<file path="config.mk">
export PLATFORM = sky130hd
export DESIGN_NAME = vram_port_arbiter
export DESIGN_NICKNAME = d
export VERILOG_FILES = /design/src/rtl/vram_arb_pkg.sv /design/src/rtl/vram_tag_pipe.sv /design/src/rtl/vram_port_arbiter.sv
export SDC_FILE = /design/constraint.sdc
export NUM_CORES = 1
export LEC_CHECK = 0
export BUFFER_PORTS_ARGS = -buffer_cell sky130_fd_sc_hd__buf_2
export CAP_MARGIN = 20
export CORE_MARGIN = 1
export CORE_UTILIZATION = 48
export CTS_CLUSTER_SIZE = 40
export DETAILED_ROUTE_END_ITERATION = 10
export HOLD_SLACK_MARGIN = 0.15
export PLACE_DENSITY = 0.81
export SLEW_MARGIN = 30
export SYNTH_ARGS = -nofsm -noshare
export SYNTH_HDL_FRONTEND = slang
export SYNTH_HIERARCHICAL = 1
export SYNTH_SLANG_ARGS = --single-unit
</file>
<file path="constraint.sdc">
create_clock -name i_clk -period 3.6 [get_ports i_clk]
set_input_delay 0.18 -clock i_clk [delete_from_list [all_inputs] [get_ports i_clk]]
set_output_delay 0.18 -clock i_clk [all_outputs]
set_load 0.02 [all_outputs]
</file>
<file path="src/rtl/vram_arb_pkg.sv">
// Shared types for the VRAM port arbiter.
// Arbiter states, requester ownership tags and limits.
package vram_arb_pkg;

  typedef enum logic [1:0] {
    IDLE,
    RD_WAIT,
    RD_RSP,
    WR_RSP
  } arb_state_t;

  typedef enum logic {
    OWN_DISP,
    OWN_BUS
  } owner_t;

  typedef struct packed {
    logic   valid;
    owner_t owner;
  } tag_t;

  localparam int RD_LAT_MAX = 3;

endpackage

</file>
<file path="src/rtl/vram_tag_pipe.sv">
// Delay line of {valid, owner} tags.
// Tags line up with BRAM read data RD_LAT cycles later.
import vram_arb_pkg::*;

module vram_tag_pipe #(
  parameter int RD_LAT = 1
) (
  input  logic i_clk,
  input  logic i_rst,
  input  tag_t i_tag,
  output tag_t o_tag
);

  tag_t r_tag [RD_LAT];

  always_ff @(posedge i_clk or posedge i_rst) begin
    if (i_rst) begin
      for (int i = 0; i < RD_LAT; i++) begin
        r_tag[i] <= '{valid: 1'b0, owner: OWN_DISP};
      end
    end else begin
      r_tag[0] <= i_tag;
      for (int i = 1; i < RD_LAT; i++) begin
        r_tag[i] <= r_tag[i-1];
      end
    end
  end

  assign o_tag = r_tag[RD_LAT-1];

endmodule

</file>
<file path="src/rtl/vram_port_arbiter.sv">
// Single-port VRAM arbiter: display reads win every cycle,
// bus requests use the leftover cycles via valid/ready.
import vram_arb_pkg::*;

module vram_port_arbiter #(
  parameter int ADDR_W     = 11,
  parameter int DATA_W     = 32,
  parameter int VRAM_WORDS = 1201,
  parameter int RD_LAT     = 1
) (
  input  logic                i_clk,
  input  logic                i_rst,
  input  logic                i_disp_req,
  input  logic [ADDR_W-1:0]   i_disp_addr,
  output logic                o_disp_rvalid,
  output logic [DATA_W-1:0]   o_disp_rdata,
  input  logic                i_bus_req_valid,
  output logic                o_bus_req_ready,
  input  logic                i_bus_we,
  input  logic [ADDR_W-1:0]   i_bus_addr,
  input  logic [DATA_W-1:0]   i_bus_wdata,
  input  logic [DATA_W/8-1:0] i_bus_wstrb,
  output logic                o_bus_rsp_valid,
  input  logic                i_bus_rsp_ready,
  output logic [DATA_W-1:0]   o_bus_rdata,
  output logic                o_mem_en,
  output logic [DATA_W/8-1:0] o_mem_we,
  output logic [ADDR_W-1:0]   o_mem_addr,
  output logic [DATA_W-1:0]   o_mem_wdata,
  input  logic [DATA_W-1:0]   i_mem_rdata,
  output logic [15:0]         o_max_wait
);

  localparam int STRB_W = DATA_W / 8;

  arb_state_t        r_state;
  arb_state_t        w_next;
  logic              w_ready;
  logic              w_acc;
  logic              w_in_rng;
  logic              w_bus_hit;
  logic              w_disp_hit;
  tag_t              w_tag_in;
  tag_t              w_tag_out;
  logic [15:0]       r_wait;
  logic [15:0]       r_max;
  logic              r_disp_rvalid;
  logic [DATA_W-1:0] r_disp_rdata;
  logic [DATA_W-1:0] r_bus_rdata;

  assign w_acc    = w_ready && i_bus_req_valid;
  assign w_in_rng = 32'(i_bus_addr) < 32'(VRAM_WORDS);

  always_comb begin
    o_mem_en    = 1'b0;
    o_mem_we    = '0;
    o_mem_addr  = '0;
    o_mem_wdata = '0;
    if (i_disp_req) begin
      o_mem_en   = 1'b1;
      o_mem_addr = i_disp_addr;
    end else if (w_acc && w_in_rng) begin
      o_mem_en    = 1'b1;
      o_mem_we    = i_bus_we ? i_bus_wstrb : STRB_W'(0);
      o_mem_addr  = i_bus_addr;
      o_mem_wdata = i_bus_wdata;
    end
  end

  // Owner travels with each read so shared rdata is routed correctly
  assign w_tag_in.valid = i_disp_req ||
                          (w_acc && w_in_rng && !i_bus_we);
  assign w_tag_in.owner = i_disp_req ? OWN_DISP : OWN_BUS;

  vram_tag_pipe #(
    .RD_LAT(RD_LAT)
  ) u_tag_pipe (
    .i_clk(i_clk),
    .i_rst(i_rst),
    .i_tag(w_tag_in),
    .o_tag(w_tag_out)
  );

  assign w_bus_hit  = w_tag_out.valid &&
                      (w_tag_out.owner == OWN_BUS);
  assign w_disp_hit = w_tag_out.valid &&
                      (w_tag_out.owner == OWN_DISP);

  always_ff @(posedge i_clk or posedge i_rst) begin
    if (i_rst) r_state <= IDLE;
    else       r_state <= w_next;
  end

  always_comb begin
    w_next = r_state;
    unique case (r_state)
      IDLE: begin
        if (w_acc) begin
          if (i_bus_we)      w_next = WR_RSP;
          else if (w_in_rng) w_next = RD_WAIT;
          else               w_next = RD_RSP;
        end
      end
      RD_WAIT: if (w_bus_hit) w_next = RD_RSP;
      RD_RSP:  if (i_bus_rsp_ready) w_next = IDLE;
      WR_RSP:  if (i_bus_rsp_ready) w_next = IDLE;
      default: w_next = IDLE;
    endcase
  end

  always_comb begin
    w_ready         = (r_state == IDLE) && !i_disp_req;
    o_bus_rsp_valid = (r_state == RD_RSP) ||
                      (r_state == WR_RSP);
  end

  assign o_bus_req_ready = w_ready;

  always_ff @(posedge i_clk or posedge i_rst) begin
    if (i_rst) begin
      r_disp_rvalid <= 1'b0;
      r_disp_rdata  <= '0;
      r_bus_rdata   <= '0;
    end else begin
      r_disp_rvalid <= w_disp_hit;
      if (w_disp_hit) r_disp_rdata <= i_mem_rdata;
      if (w_acc && (i_bus_we || !w_in_rng))
        r_bus_rdata <= '0;
      else if (w_bus_hit)
        r_bus_rdata <= i_mem_rdata;
    end
  end

  always_ff @(posedge i_clk or posedge i_rst) begin
    if (i_rst) begin
      r_wait <= '0;
      r_max  <= '0;
    end else if (w_acc) begin
      r_wait <= '0;
      if (r_wait > r_max) r_max <= r_wait;
    end else if (i_bus_req_valid && r_wait != 16'hFFFF) begin
      r_wait <= r_wait + 16'd1;
    end
  end

  assign o_disp_rvalid = r_disp_rvalid;
  assign o_disp_rdata  = r_disp_rdata;
  assign o_bus_rdata   = r_bus_rdata;
  assign o_max_wait    = r_max;

endmodule

</file>
## Word-level counts from Yosys, hierarchy flattened

Cells that the tools add are included.

| operators by class | value |
|---|---|
| reductions and logical operators | 20 |
| multiplexer cells | 20 |
| div/mod/pow operators | 0 |
| add/sub/neg operators | 1 |
| bitwise gates (word level) | 1 |
| shifts and indexed selects | 0 |
| multiply operators | 0 |
| eq/ne operators | 7 |
| order comparisons | 2 |

Operators with widths:

| cell | number |
|---|---|
| $mux 32 | 4 |
| $mux 16 | 2 |
| $mux 11 | 2 |
| $add 16x1->16 const B | 1 |
| $gt 16x16->1 | 1 |
| $ne 16x16->1 const B | 1 |
| $mux 4 | 3 |
| $lt 11x11->1 const B | 1 |
| $mux 2 | 5 |
| $logic_and 1x1->1 | 8 |
| $pmux 2 s3 | 1 |
| $eq 2x2->1 const B | 2 |
| $ne 2x2->1 const B | 2 |
| $reduce_bool 2->1 | 2 |
| $logic_not 1->1 | 3 |
| $logic_or 1x1->1 | 3 |
| $mux 1 | 3 |
| $reduce_and 3->1 | 1 |
| $eq 2x1->1 const B | 1 |
| $logic_not 2->1 | 1 |
| $ne 2x1->1 const B | 1 |
| $reduce_and 2->1 | 1 |
| $reduce_or 2->1 | 1 |
| $not 1->1 | 1 |

| word-level totals | value |
|---|---|
| output and inout bits | 131 |
| memory bits (read-only) | 0 |
| register bits | 101 |
| memories | 0 |
| bits of input ports | 96 |
| bits in writable memories | 0 |
| word-level logic and storage cells | 59 |
| latch bits | 0 |

## Depth between registers and ports, before layout

Gate-level depths: netlist (run 1).

| logic depth | value |
|---|---|
| word-level depth | 6 |
| mapped depth | 8 |
| gate-level depth less buffers | 7 |

## Modules after synthesis

Netlist (run 1), hierarchy kept.

By module, submodules not included:

| module | sequential area each (µm²) | instances | area each (µm²) | cells an instance |
|---|---|---|---|---|
| vram_port_arbiter | 2477.4 | 1 | 5084.9 | 435 |
| vram_tag_pipe | 50.0 | 1 | 53.8 | 3 |

## Least setup slack after synthesis (run 1)

OpenSTA, ideal clock, no wires.

| timing | value |
|---|---|
| kind | register -> register |
| start point | register r_max[15] (netlist: o_max_wait[15]) |
| end point | register r_max[0] (netlist: o_max_wait[0]) |
| setup time | 128 ps |
| stages on the path, launching flop included | 9 |
| arrival time | 2395 ps |
| required time | 3472 ps |
| clock period less this slack | 2523 ps |
| buffers on the path | 1 |
| path slack | 1077 ps |
| cell sequence | dfrtp_1 -> inv_1 -> ha_1 -> nand4_1 -> or4_1 -> o21a_1 -> o31ai_2 -> buf_4 -> mux2_1 |

| between the ends | value |
|---|---|
| word-level cells in the longest chain between the ends | 2 |

RTL lines:

| what | RTL line | text |
|---|---|---|
| start: declaration | vram_port_arbiter.sv:46 | `logic [15:0] r_max;` |
| start signal: assignment | vram_port_arbiter.sv:140 | `if (r_wait > r_max) r_max <= r_wait;` |
| $gt 16x16->1 | vram_port_arbiter.sv:140 |  |
| $reduce_and 2->1 (no source line) | n/a |  |

No other way between the ends.
A chain may end at the register's enable or synchronous reset.

## Worst setup path in the final report (run 1)

| timing | value |
|---|---|
| start point | input port i_disp_req |
| end point | output port o_mem_addr[2] |

| between the ends | value |
|---|---|
| word-level cells in the longest chain between the ends | 6 |

RTL lines:

| what | RTL line | text |
|---|---|---|
| start: declaration | vram_port_arbiter.sv:13 | `input logic i_disp_req,` |
| $logic_not 1->1 | vram_port_arbiter.sv:112 | `w_ready = (r_state == IDLE) && !i_disp_req;` |
| $logic_and 1x1->1 | vram_port_arbiter.sv:112 |  |
| $logic_and 1x1->1 | vram_port_arbiter.sv:51 | `assign w_acc = w_ready && i_bus_req_valid;` |
| $logic_and 1x1->1 | vram_port_arbiter.sv:62 | `end else if (w_acc && w_in_rng) begin` |
| $mux 11 | vram_port_arbiter.sv:62 |  |
| $mux 11 (*) | vram_port_arbiter.sv:59 | `if (i_disp_req) begin` |
| end: declaration | vram_port_arbiter.sv:28 | `output logic [ADDR_W-1:0] o_mem_addr,` |

Mark *: on every way between the ends. The rest lies on a longest branch, timed or not.

==> results of run 1 <==
==> Yosys cell counts (2+ instances only) <==
cell type  number
o21ai_1         2
buf_4           4
a41oi_1         2
and2_1         34
ha_1           17
o21a_1          2
a211oi_1        2
a22o_1         11
nand3_1         7
and4_1          4
nand2_1        16
inv_1          22
o21ai_0         2
nor4_1          2
a21o_1          2
nor2_1         17
and3_1          4
mux2_1         41
a21oi_1         9
dfrtp_1       101
clkbuf_1       15
o211a_1         2
nor3_1         11
xor2_1          2
mux2i_1        34
nand4_1         7
or4_1           2
nor3_2         30
buf_6           4
xnor2_1        10
mux2_2          5
==> metal layers <==
metal	global-route usage [%]	up-vias
met5	0	-
met4	3.22	0
met3	5.32	9
met2	41.2	160
met1	35.2	2148
li1	-	2047
==> registers in the layout, indices dropped and copies added (netlist names) <==
signal / flops
o_max_wait: 16
o_disp_rdata: 32
u_tag_pipe/o_tag: 2
r_state: 2
o_disp_rvalid: 1
r_wait: 16
o_bus_rdata: 32
==> per-stage QoR <==
step	hold slack, ns	instances	setup WS, ns	cell area (sq um)
3_3_place_gp	0.0614	781	1.01	6360
6_report	0.191	833	0.745	6940
2_1_floorplan	-0.0788	438	0.830	5140
4_1_cts	0.172	832	0.761	6900
5_1_grt	0.184	833	0.512	6940
3_5_place_dp	0.0637	781	0.867	6360
==> cell usage in the layout (no fill, tap or decap), types with 4 or more instances in the layout <==
cell / instances
buf_2: 226
dfrtp_1: 101
mux2_1: 41
dlygate4sd3_1: 35
mux2i_1: 34
and2_1: 34
nor3_2: 30
inv_1: 21
ha_1: 17
nor2_1: 16
nand2_1: 15
nor3_1: 11
a22o_1: 11
xnor2_1: 10
clkbuf_8: 10
a21oi_1: 9
nand4_1: 7
nand3_1: 7
mux2_2: 5
buf_4: 5
and3_1: 4
and4_1: 4
==> area by class of cell <==
cell class | instances | area share [%]
clock buffers | 10 | 1.98
clock inverters | 6 | 0.758
repair buffers | 267 | 22.3
multi-input cells | 290 | 34.8
inverters | 23 | 1.28
flip-flops and latches | 101 | 36.4
well taps | 136 | 2.45
==> how the worst max path moves through the flow <==
stage                                       from                          to  slack [ns]
after floorplan                            i_rst  o_bus_rdata[0]$_DFFE_PP0P_        0.83
after global placement    r_wait[15]$_DFFE_PP0P_   o_max_wait[6]$_DFFE_PP0P_        1.01
after detailed placement  r_wait[13]$_DFFE_PP0P_   o_max_wait[6]$_DFFE_PP0P_        0.87
after CTS                             i_disp_req               o_mem_addr[2]        0.76
after global routing                  i_disp_req               o_mem_addr[1]        0.51
final                                 i_disp_req               o_mem_addr[2]        0.75
==> tightest hold or removal path, stage by stage <==
cell and delay (ns):
buf_2 0.14, a21oi_1 0.13, nor3_1 0.06
==> power by group through the flow <==
stage          Sequential, uW  Clock, uW  Combinational (uW)
2_1_floorplan            1720          0                 511
3_3_place_gp             1500          0                1100
3_5_place_dp             1520          0                1130
4_1_cts                  1490        705                1160
5_1_grt                  1530        743                1260
6_report                 1500        685                1170
==> timing repair <==
item | in CTS | in global routing
setup buffers | 0 | 0
hold buffers | 35 | 0
endpoints found under the hold margin | 131 | 0
gates resized for setup | 0 | 0
==> kinds of logic (layout without fill, tap and decap cells) <==
logic type / after synthesis / in the layout / share of synthesized area [%]
XOR/XNOR: 12 / 12 / 2.05
buffers and inverters: 47 / 306 / 4.31
multiplexers: 80 / 80 / 16.7
adder cells (fa/ha/maj): 17 / 17 / 4.14
AND/OR/NAND/NOR: 139 / 139 / 17.5
AO/OA/AOI/OAI: 42 / 42 / 6.16
flip-flops: 101 / 101 / 49.2
==> reports/qor.yml, run 1 <==
critical_path:
  slowest_stage: "dlygate4sd3_1"
  rrSetupSlack_ns: 0.85
  cp_num_buf_inv: 4
  cp-end-kind: "primary output"
  reg2reg_depth: 7
  crit_arrival_ns: 2.67
  critPathRequiredTime_ns: 3.42
  worstPathMaxFanout: 48
  crit_type: "in2out"
  timing.rr.start: "r_wait[13]$_DFFE_PP0P_"
  path_common_cell: "buf_2"
  start_kind: "input port"
  cp_cell_sequence: "dlygate4sd3_1 > buf_2 > nor3_1 > nand2_1 > a21oi_2 > buf_4 > a22o_1 > buf_2"
  cp_num_cells: 8
  path_delay_family: "buffers and inverters"
  critPathMaxStageDelay_ns: 0.54
  regToRegEndpoint: "o_max_wait[1]$_DFFE_PP0P_"
routing:
  dr.first_iter.drc_count: 270
  drcViolationCount: 0
  dr_wl_met2_um: 6710
  drtAntennaViolNets: 0
  num_vias: 4364
  wl_per_cell_um: 16.7
  wl_um: 13900
  drt-vias-per-instance: 5.24
  drt-met1-wl_um: 6240
  routed.top_layer: "met4"
  first_pass_iters: 4
  wl_met3_um: 890
logic_synthesis:
  synth_top_area_share_pct: 49.2
  yosys.area.top_type: "dfrtp_1"
  ys_top_cells_by_area: "dfrtp_1 (49%), mux2_1 (9.0%), mux2i_1 (6.6%)"
  synth_nets: 551
  synth-edff-count: 0
  ys_ff_latch: 101
  ys_seq_area_share_pct: 49.2
  netlist_area_sq_um: 5140
  synthFlopType: "dfrtp_1"
  yosysUniqueCellTypes: 46
  syn_avg_cell_area_sq_um: 11.7
  synthArstFlopShare_pct: 100
  yosys_warnings: 6
  syn_inst: 438
pwr:
  clkPwrFrac_pct: 20.5
  p_sw_share_pct: 37.7
  power_density_nw_per_um2: 483
  p_leak_uw: 0.00375
  finalPower_uw: 3350
  p_int_uw: 2090
  p_seq_share_pct: 44.7
  combPwrFrac_pct: 34.9
  power.switching_uw: 1260
  ir_drop_uv: 291
placement:
  place_congestion: 0.890
  dpl.hpwl_um: 10200
  port_buffers: 226
die:
  coreArea_sq_um: 10400
  ios: 227
  die_area_sq_um: 11100
  floorplan.initialDensity_pct: 49.6
  row_count: 37
  die-width_um: 105
  die_h_um: 105
clocking:
  clkTransAtPathRegs_ns: 0.09
  cts_sinks: 101
  insertion_delay_ns: 0.36
  numCtsBuffers: 9
  clock_tree.buffer_depth: 2
  cts_tree: "done"
  htreeDepth: 3
  cts-root-buf: "clkbuf_8"
finish:
  utilization_pct: 66.9
  num-fill-cells: 811
  nets: 805
  multi_input_area_sq_um: 2410
  regArea_sq_um: 2530
  syn_to_final_growth_pct: 35.0
  diodes: 0
  drive_above_1_share_pct: 41.9
hold_path:
  holdPathStages: 3
  hp-start: "i_bus_req_valid"
  min_path_type: "in2reg"
  holdPathEnd: "r_wait[2]$_DFFE_PP0P_"
status:
  status: "finished, final reports clean"
sta:
  maxSlewHeadroom_pct: 43.3
  tns_ns: 0
  slew_violations: 0
  rsz0062_at_grt: "no"
  finalSetupViolCount: 0
  worst_pin_slew_ns: 0.846
  fin_crit_sh_pct: 79.3
  max_freq_ghz: 0.350
  finalHoldViolations: 0
  period_minus_slack_ns: 2.85
  fin_skew_ns: 0.0146
run:
  max_cap_violations: 0
grt:
  grt_remaining_overflow: 0
  grt_max_degree: 70
  grt_first_pass_wirelength_um: 22200
  antenna_found_initial: 0
  grt_pass1_vias: 4300
  grt_util_all_layers_pct: 25.1
(Power assumes the default switching activity.)
==> run 2, diff against run 1 <==
--- a/config.mk
+++ b/config.mk
@@ -8,11 +8,11 @@
 export BUFFER_PORTS_ARGS = -buffer_cell sky130_fd_sc_hd__buf_2
 export CAP_MARGIN = 20
 export CORE_MARGIN = 1
-export CORE_UTILIZATION = 48
+export CORE_UTILIZATION = 43
 export CTS_CLUSTER_SIZE = 40
 export DETAILED_ROUTE_END_ITERATION = 10
 export HOLD_SLACK_MARGIN = 0.15
-export PLACE_DENSITY = 0.81
+export PLACE_DENSITY = 0.77
 export SLEW_MARGIN = 30
 export SYNTH_ARGS = -nofsm -noshare
 export SYNTH_HDL_FRONTEND = slang
==> constraint.sdc (replaced) <==
create_clock -name i_clk -period 2.48 [get_ports i_clk]
set_input_delay 0.124 -clock i_clk [delete_from_list [all_inputs] [get_ports i_clk]]
set_output_delay 0.124 -clock i_clk [all_outputs]
set_load 0.02 [all_outputs]
==> reports/qor.yml, run 2 (synthesis results as in run 1) <==
sta:
  rsz0062_at_grt: "no"  # unchanged
  finalHoldViolations: 0  # unchanged
  tns_ns: 0  # unchanged
  slew_violations: 0  # unchanged
  fin_skew_ns: 0.00724  # was 0.0146 ns
  finalSetupViolCount: 0  # unchanged
  period_minus_slack_ns: 2.37
  worst_pin_slew_ns: 0.505  # was 0.846 ns
  max_freq_ghz: 0.422
  fin_crit_sh_pct: 95.5
  maxSlewHeadroom_pct: 65.9  # was 43.3%
  holdWs_ns: 0.206  # was 0.191 ns
hold_path:
  min_path_type: "in2async"  # was in2reg
critical_path:
  cp-end-kind: "flip-flop"  # was primary output
  rrSetupSlack_ns: 0.11  # was 0.85 ns
  critPathRequiredTime_ns: 2.71  # was 3.42 ns
  regToRegEndpoint: "o_max_wait[10]$_DFFE_PP0P_"  # was o_max_wait[1]$_DFFE_PP0P_
  cp_cell_sequence: "ha_1 > nand4_1 > or4_4 > o21a_1 > o31ai_2 > buf_4 > mux2_2"  # was dlygate4sd3_1 > buf_2 > nor3_1 > nand2_1 > a21oi_2 > buf_4 > a22o_1 > buf_2
  worstPathMaxFanout: 6  # was 48
  timing.rr.start: "r_wait[11]$_DFFE_PP0P_"  # was r_wait[13]$_DFFE_PP0P_
  reg2reg_depth: 7  # unchanged
  critPathMaxStageDelay_ns: 0.50  # was 0.54 ns
  slowest_stage: "or4_4"  # was dlygate4sd3_1
  crit_type: "reg2reg"  # was in2out
  start_kind: "flip-flop"  # was input port
  crit_arrival_ns: 2.60  # was 2.67 ns
finish:
  drive_above_1_share_pct: 43.7  # was 41.9%
  layout_commonest_cell: "buf_2"  # unchanged
  num-fill-cells: 950  # was 811
  diodes: 0  # unchanged
  syn_to_final_growth_pct: 41.1  # was 35.0%
  final_cell_mix: "buf_2 (226), dfrtp_1 (98), mux2_1 (41)"  # was buf_2 (226), dfrtp_1 (101), mux2_1 (41)
  instances_no_fill: 855  # was 833
  multi_input_area_sq_um: 2430  # was 2410 sq um
  nets: 821  # was 805
  regArea_sq_um: 2530  # about the same
clocking:
  clock_tree.buffer_depth: 2  # unchanged
  htreeDepth: 3  # unchanged
  clkTransAtPathRegs_ns: 0.06  # was 0.09 ns
  cts-root-buf: "clkbuf_16"  # was clkbuf_8
  numCtsBuffers: 9  # unchanged
  cts_sinks: 101  # unchanged
  cts_tree: "done"  # unchanged
  insertion_delay_ns: 0.35  # was 0.36 ns
die:
  die_h_um: 111  # was 105 um
  row_count: 39  # was 37
  floorplan.initialDensity_pct: 44.6  # was 49.6%
  die-width_um: 111  # was 105 um
  ios: 227  # unchanged
  coreArea_sq_um: 11500  # was 10400 sq um
  die_area_sq_um: 12400  # was 11100 sq um
pwr:
  ir_drop_uv: 321  # was 291 uV
  power_density_nw_per_um2: 746  # was 483 nW/um^2
  p_leak_uw: 0.00389  # was 0.00375 uW
routing:
  drt-vias-per-instance: 5.06  # was 5.24
  wl_per_cell_um: 16.3  # was 16.7 um
  drtAntennaViolNets: 0  # unchanged
  wl_um: 13900  # about the same
  drcViolationCount: 34  # was 0
  first_pass_iters: 7  # was 4
  dr.first_iter.drc_count: 299  # was 270
  num_vias: 4330  # was 4364
grt:
  grt_remaining_overflow: 0  # unchanged
  grt_max_degree: 56  # was 70
  antenna_found_initial: 0  # unchanged
  grt_pass1_vias: 4409  # was 4300
  grt_util_all_layers_pct: 23.0  # was 25.1%
  grt_first_pass_wirelength_um: 22500  # was 22200 um
placement:
  port_buffers: 226  # unchanged
  post-place-cells: 803  # was 781
  dpl.hpwl_um: 10200  # about the same
  place_congestion: 0.903  # was 0.890
status:
  status: "finished, violations left"  # was finished, final reports clean
  violations: "design-rule violations"
run:
  max_cap_violations: 0  # unchanged
## run 2: worst max path at each step
stage                          startpoint                    endpoint  slack (ns)  depth (start not counted)
2_1_floorplan  o_max_wait[15]$_DFFE_PP0P_   o_max_wait[0]$_DFFE_PP0P_       0.008                          8
3_3_place_gp   o_max_wait[15]$_DFFE_PP0P_  o_max_wait[13]$_DFFE_PP0P_        0.15                          8
3_5_place_dp   o_max_wait[15]$_DFFE_PP0P_  o_max_wait[13]$_DFFE_PP0P_        0.09                          8
4_1_cts        o_max_wait[15]$_DFFE_PP0P_  o_max_wait[13]$_DFFE_PP0P_        0.07                          8
5_1_grt            r_wait[11]$_DFFE_PP0P_   o_max_wait[8]$_DFFE_PP0P_        0.02                          7
6_report           r_wait[11]$_DFFE_PP0P_  o_max_wait[10]$_DFFE_PP0P_        0.11                          7
## run 2: worst max-delay path, delay by kind of cell, from the launching register on
family | cells | cell delay (ns)
adders and majority gates | 1 | 0.34
AOI/OAI and AO/OA | 2 | 0.30
DFF | 1 | 0.44
muxes | 1 | 0.33
buffers and inverters | 1 | 0.21
and+or+nand+nor | 2 | 0.63
## run 2: where the power goes
part	total [uW]	switching (uW)	internal, uW
clock	1490	584	904
sequential	2160	205	1960
combinational	1760	1060	697
total	5410	1850	3560
## run 2: layout make-up
cell class / count / share of cell area, %
tap: 143 / 2.47
multi-input combinational: 290 / 33.5
clock inverter: 4 / 1.00
clock buffer: 11 / 3.35
inverter: 23 / 1.24
timing repair buffer: 283 / 23.5
sequential: 101 / 34.9
## run 2: repair_timing
item	CTS	global route
pin swaps	0	2
endpoints found under the hold margin	87	0
setup endpoints to repair	46	15
hold buffers	37	0
buffers inserted	0	0
resized for setup	1	3
## run 2: stage by stage
| step | worst slack (ns) | utilization [%] | instance area, sq um | power (uW) |
|---|---|---|---|---|
| 2_1_floorplan | 0.00842 | - | 5150 | 3230 |
| 3_3_place_gp | 0.147 | 56.8 | 6540 | 3820 |
| 3_5_place_dp | 0.0861 | 56.8 | 6540 | 3890 |
| 4_1_cts | 0.0655 | 62.8 | 7230 | 5440 |
| 5_1_grt | 0.0248 | 62.9 | 7250 | 5680 |
| 6_report | 0.111 | 62.9 | 7250 | 5410 |
## run 2: per-layer routing
metal	global-route usage (%)	vias to the layer above	wire length, um
li1	-	2086	-
met5	0	-	0
met2	38.2	159	6760
met4	6.94	0	218
met1	30.5	2068	6190
met3	4.32	17	766
==> run 3, diff against run 2 <==
--- a/config.mk
+++ b/config.mk
@@ -8,11 +8,11 @@
 export BUFFER_PORTS_ARGS = -buffer_cell sky130_fd_sc_hd__buf_2
 export CAP_MARGIN = 20
 export CORE_MARGIN = 1
-export CORE_UTILIZATION = 43
+export CORE_UTILIZATION = 48
 export CTS_CLUSTER_SIZE = 40
 export DETAILED_ROUTE_END_ITERATION = 10
 export HOLD_SLACK_MARGIN = 0.15
-export PLACE_DENSITY = 0.77
+export PLACE_DENSITY = 0.81
 export SLEW_MARGIN = 30
 export SYNTH_ARGS = -nofsm -noshare
 export SYNTH_HDL_FRONTEND = slang
==> constraint.sdc (replaced) <==
create_clock -name i_clk -period 2.5 [get_ports i_clk]
set_input_delay 0.125 -clock i_clk [delete_from_list [all_inputs] [get_ports i_clk]]
set_output_delay 0.125 -clock i_clk [all_outputs]
set_load 0.02 [all_outputs]
==> reports/qor.yml, run 3 (synthesis results as in run 1) <==
placement:
  place_congestion: 0.868  # was 0.903
  port_buffers: 226  # unchanged
  post-place-cells: 796  # was 803
  dpl.hpwl_um: 10300  # was 10200 um
  pre_cts_ws_ns: 0.0681  # was 0.0861 ns
critical_path:
  crit_arrival_ns: 2.63  # was 2.60 ns
  start_kind: "flip-flop"  # unchanged
  crit_start: "o_max_wait[15]$_DFFE_PP0P_"  # was r_wait[11]$_DFFE_PP0P_
  timing.rr.start: "o_max_wait[15]$_DFFE_PP0P_"  # was r_wait[11]$_DFFE_PP0P_
  critPathRequiredTime_ns: 2.74  # was 2.71 ns
  rrSetupSlack_ns: 0.12  # was 0.11 ns
  crit_type: "reg2reg"  # unchanged
  regToRegEndpoint: "o_max_wait[8]$_DFFE_PP0P_"  # was o_max_wait[10]$_DFFE_PP0P_
  cp-end-kind: "flip-flop"  # unchanged
  worstPathMaxFanout: 5  # was 6
  reg2reg_depth: 8  # was 7
clocking:
  clock_tree.buffer_depth: 2  # unchanged
  htreeDepth: 3  # unchanged
  cts_sinks: 101  # unchanged
  numCtsBuffers: 9  # unchanged
  cts-root-buf: "clkbuf_8"  # was clkbuf_16
  cts_tree: "done"  # unchanged
  clkTransAtPathRegs_ns: 0.10  # was 0.06 ns
  insertion_delay_ns: 0.36  # was 0.35 ns
sta:
  tns_ns: 0  # unchanged
  holdWs_ns: 0.208  # was 0.206 ns
  fin_crit_sh_pct: 95.4  # was 95.5%
  slew_violations: 0  # unchanged
  worst_pin_slew_ns: 0.580  # was 0.505 ns
  finalSetupViolCount: 0  # unchanged
  setup_slack_ns: 0.115  # was 0.111 ns
  period_minus_slack_ns: 2.38  # was 2.37 ns
  rsz0062_at_grt: "no"  # unchanged
  finalHoldViolations: 0  # unchanged
  max_freq_ghz: 0.419  # was 0.422 GHz
  maxSlewHeadroom_pct: 61.2  # was 65.9%
  fin_skew_ns: 0.0115  # was 0.00724 ns
run:
  max_cap_violations: 0  # unchanged
finish:
  drive_above_1_share_pct: 43.3  # was 43.7%
  layout_commonest_cell: "buf_2"  # unchanged
  final_cell_mix: "buf_2 (226), dfrtp_1 (99), mux2_1 (41)"  # was buf_2 (226), dfrtp_1 (98), mux2_1 (41)
  diodes: 0  # unchanged
  nets: 822  # was 821
  instances_no_fill: 849  # was 855
  syn_to_final_growth_pct: 37.9  # was 41.1%
pwr:
  finalPower_uw: 4840  # was 5410 uW
  ir_drop_uv: 409  # was 321 uV
  p_leak_uw: 0.00383  # was 0.00389 uW
  power_density_nw_per_um2: 683  # was 746 nW/um^2
grt:
  grt_remaining_overflow: 0  # unchanged
  grt_first_pass_wirelength_um: 22600  # was 22500 um
  grt_max_degree: 58  # was 56
  grt_pass1_vias: 4462  # was 4409
  grt_util_all_layers_pct: 25.7  # was 23.0%
  antenna_found_initial: 0  # unchanged
routing:
  drt-vias-per-instance: 5.18  # was 5.06
  drtAntennaViolNets: 0  # unchanged
  num_vias: 4402  # was 4330
  wl_per_cell_um: 16.7  # was 16.3 um
  first_pass_iters: 4  # was 7
  wl_um: 14200  # was 13900 um
  drcViolationCount: 0  # was 34
  dr.first_iter.drc_count: 209  # was 299
hold_path:
  min_path_type: "in2async"  # unchanged
die:
  die-width_um: 105  # was 111 um
  coreArea_sq_um: 10400  # was 11500 sq um
  row_count: 37  # was 39
  die_area_sq_um: 11100  # was 12400 sq um
  floorplan.initialDensity_pct: 49.6  # was 44.6%
  die_h_um: 105  # was 111 um
  ios: 227  # unchanged
status:
  status: "finished, final reports clean"  # was finished, violations left
run 3: stage by stage:
step,util [%],cell area (sq um)
finish,68.3,7090
global route,68.3,7090
CTS,68.2,7070
detailed placement,62.9,6520
global placement,62.9,6520
floorplan,-,5140
run 3: repair_timing:
action,CTS,global route
gates resized for setup,0,2
setup endpoints to repair,0,14
hold buffers,37,0
hold endpoints to repair,92,0
buffers inserted,0,1
run 3: final cells by class:
class	instances	area [sq um]
multi-input combinational	290	2410
clock buffer	9	124
inverter	23	90.1
timing repair buffer	284	1710
clock inverter	6	57.6
tap	136	170
sequential	101	2530
fill	779	3280
run 3: power by group:
group | leakage [uW] | internal, uW | switching (uW)
registers | 0.00126 | 1940 | 209
logic | 0.00248 | 684 | 1040
clock network | 0.0000937 | 380 | 586
run 3: per-layer routing:
layer | track usage (%) | vias up | part of all wire [%]
li1 | - | 2090 | -
met1 | 32.9 | 2133 | 43
met2 | 44.5 | 169 | 50
met3 | 6.43 | 10 | 6.6
met4 | 4.43 | 0 | 0.70
met5 | 0 | - | 0
run 3: worst max path at each step:
stage / depth (start not counted) / endpoint
after floorplan: 8 / o_max_wait[0]$_DFFE_PP0P_
after global placement: 8 / o_max_wait[9]$_DFFE_PP0P_
after detailed placement: 8 / o_max_wait[8]$_DFFE_PP0P_
after CTS: 8 / o_max_wait[8]$_DFFE_PP0P_
after global routing: 8 / o_max_wait[9]$_DFFE_PP0P_
final: 8 / o_max_wait[8]$_DFFE_PP0P_
run 3: worst max-delay path, cell delays in order, from the launching register on:
cell and delay [ns]:
dfrtp_2 0.39, inv_1 0.05, ha_1 0.31, nand4_1 0.12
or4_4 0.56, o21a_1 0.21, o31ai_2 0.09, buf_4 0.21
mux2_1 0.33
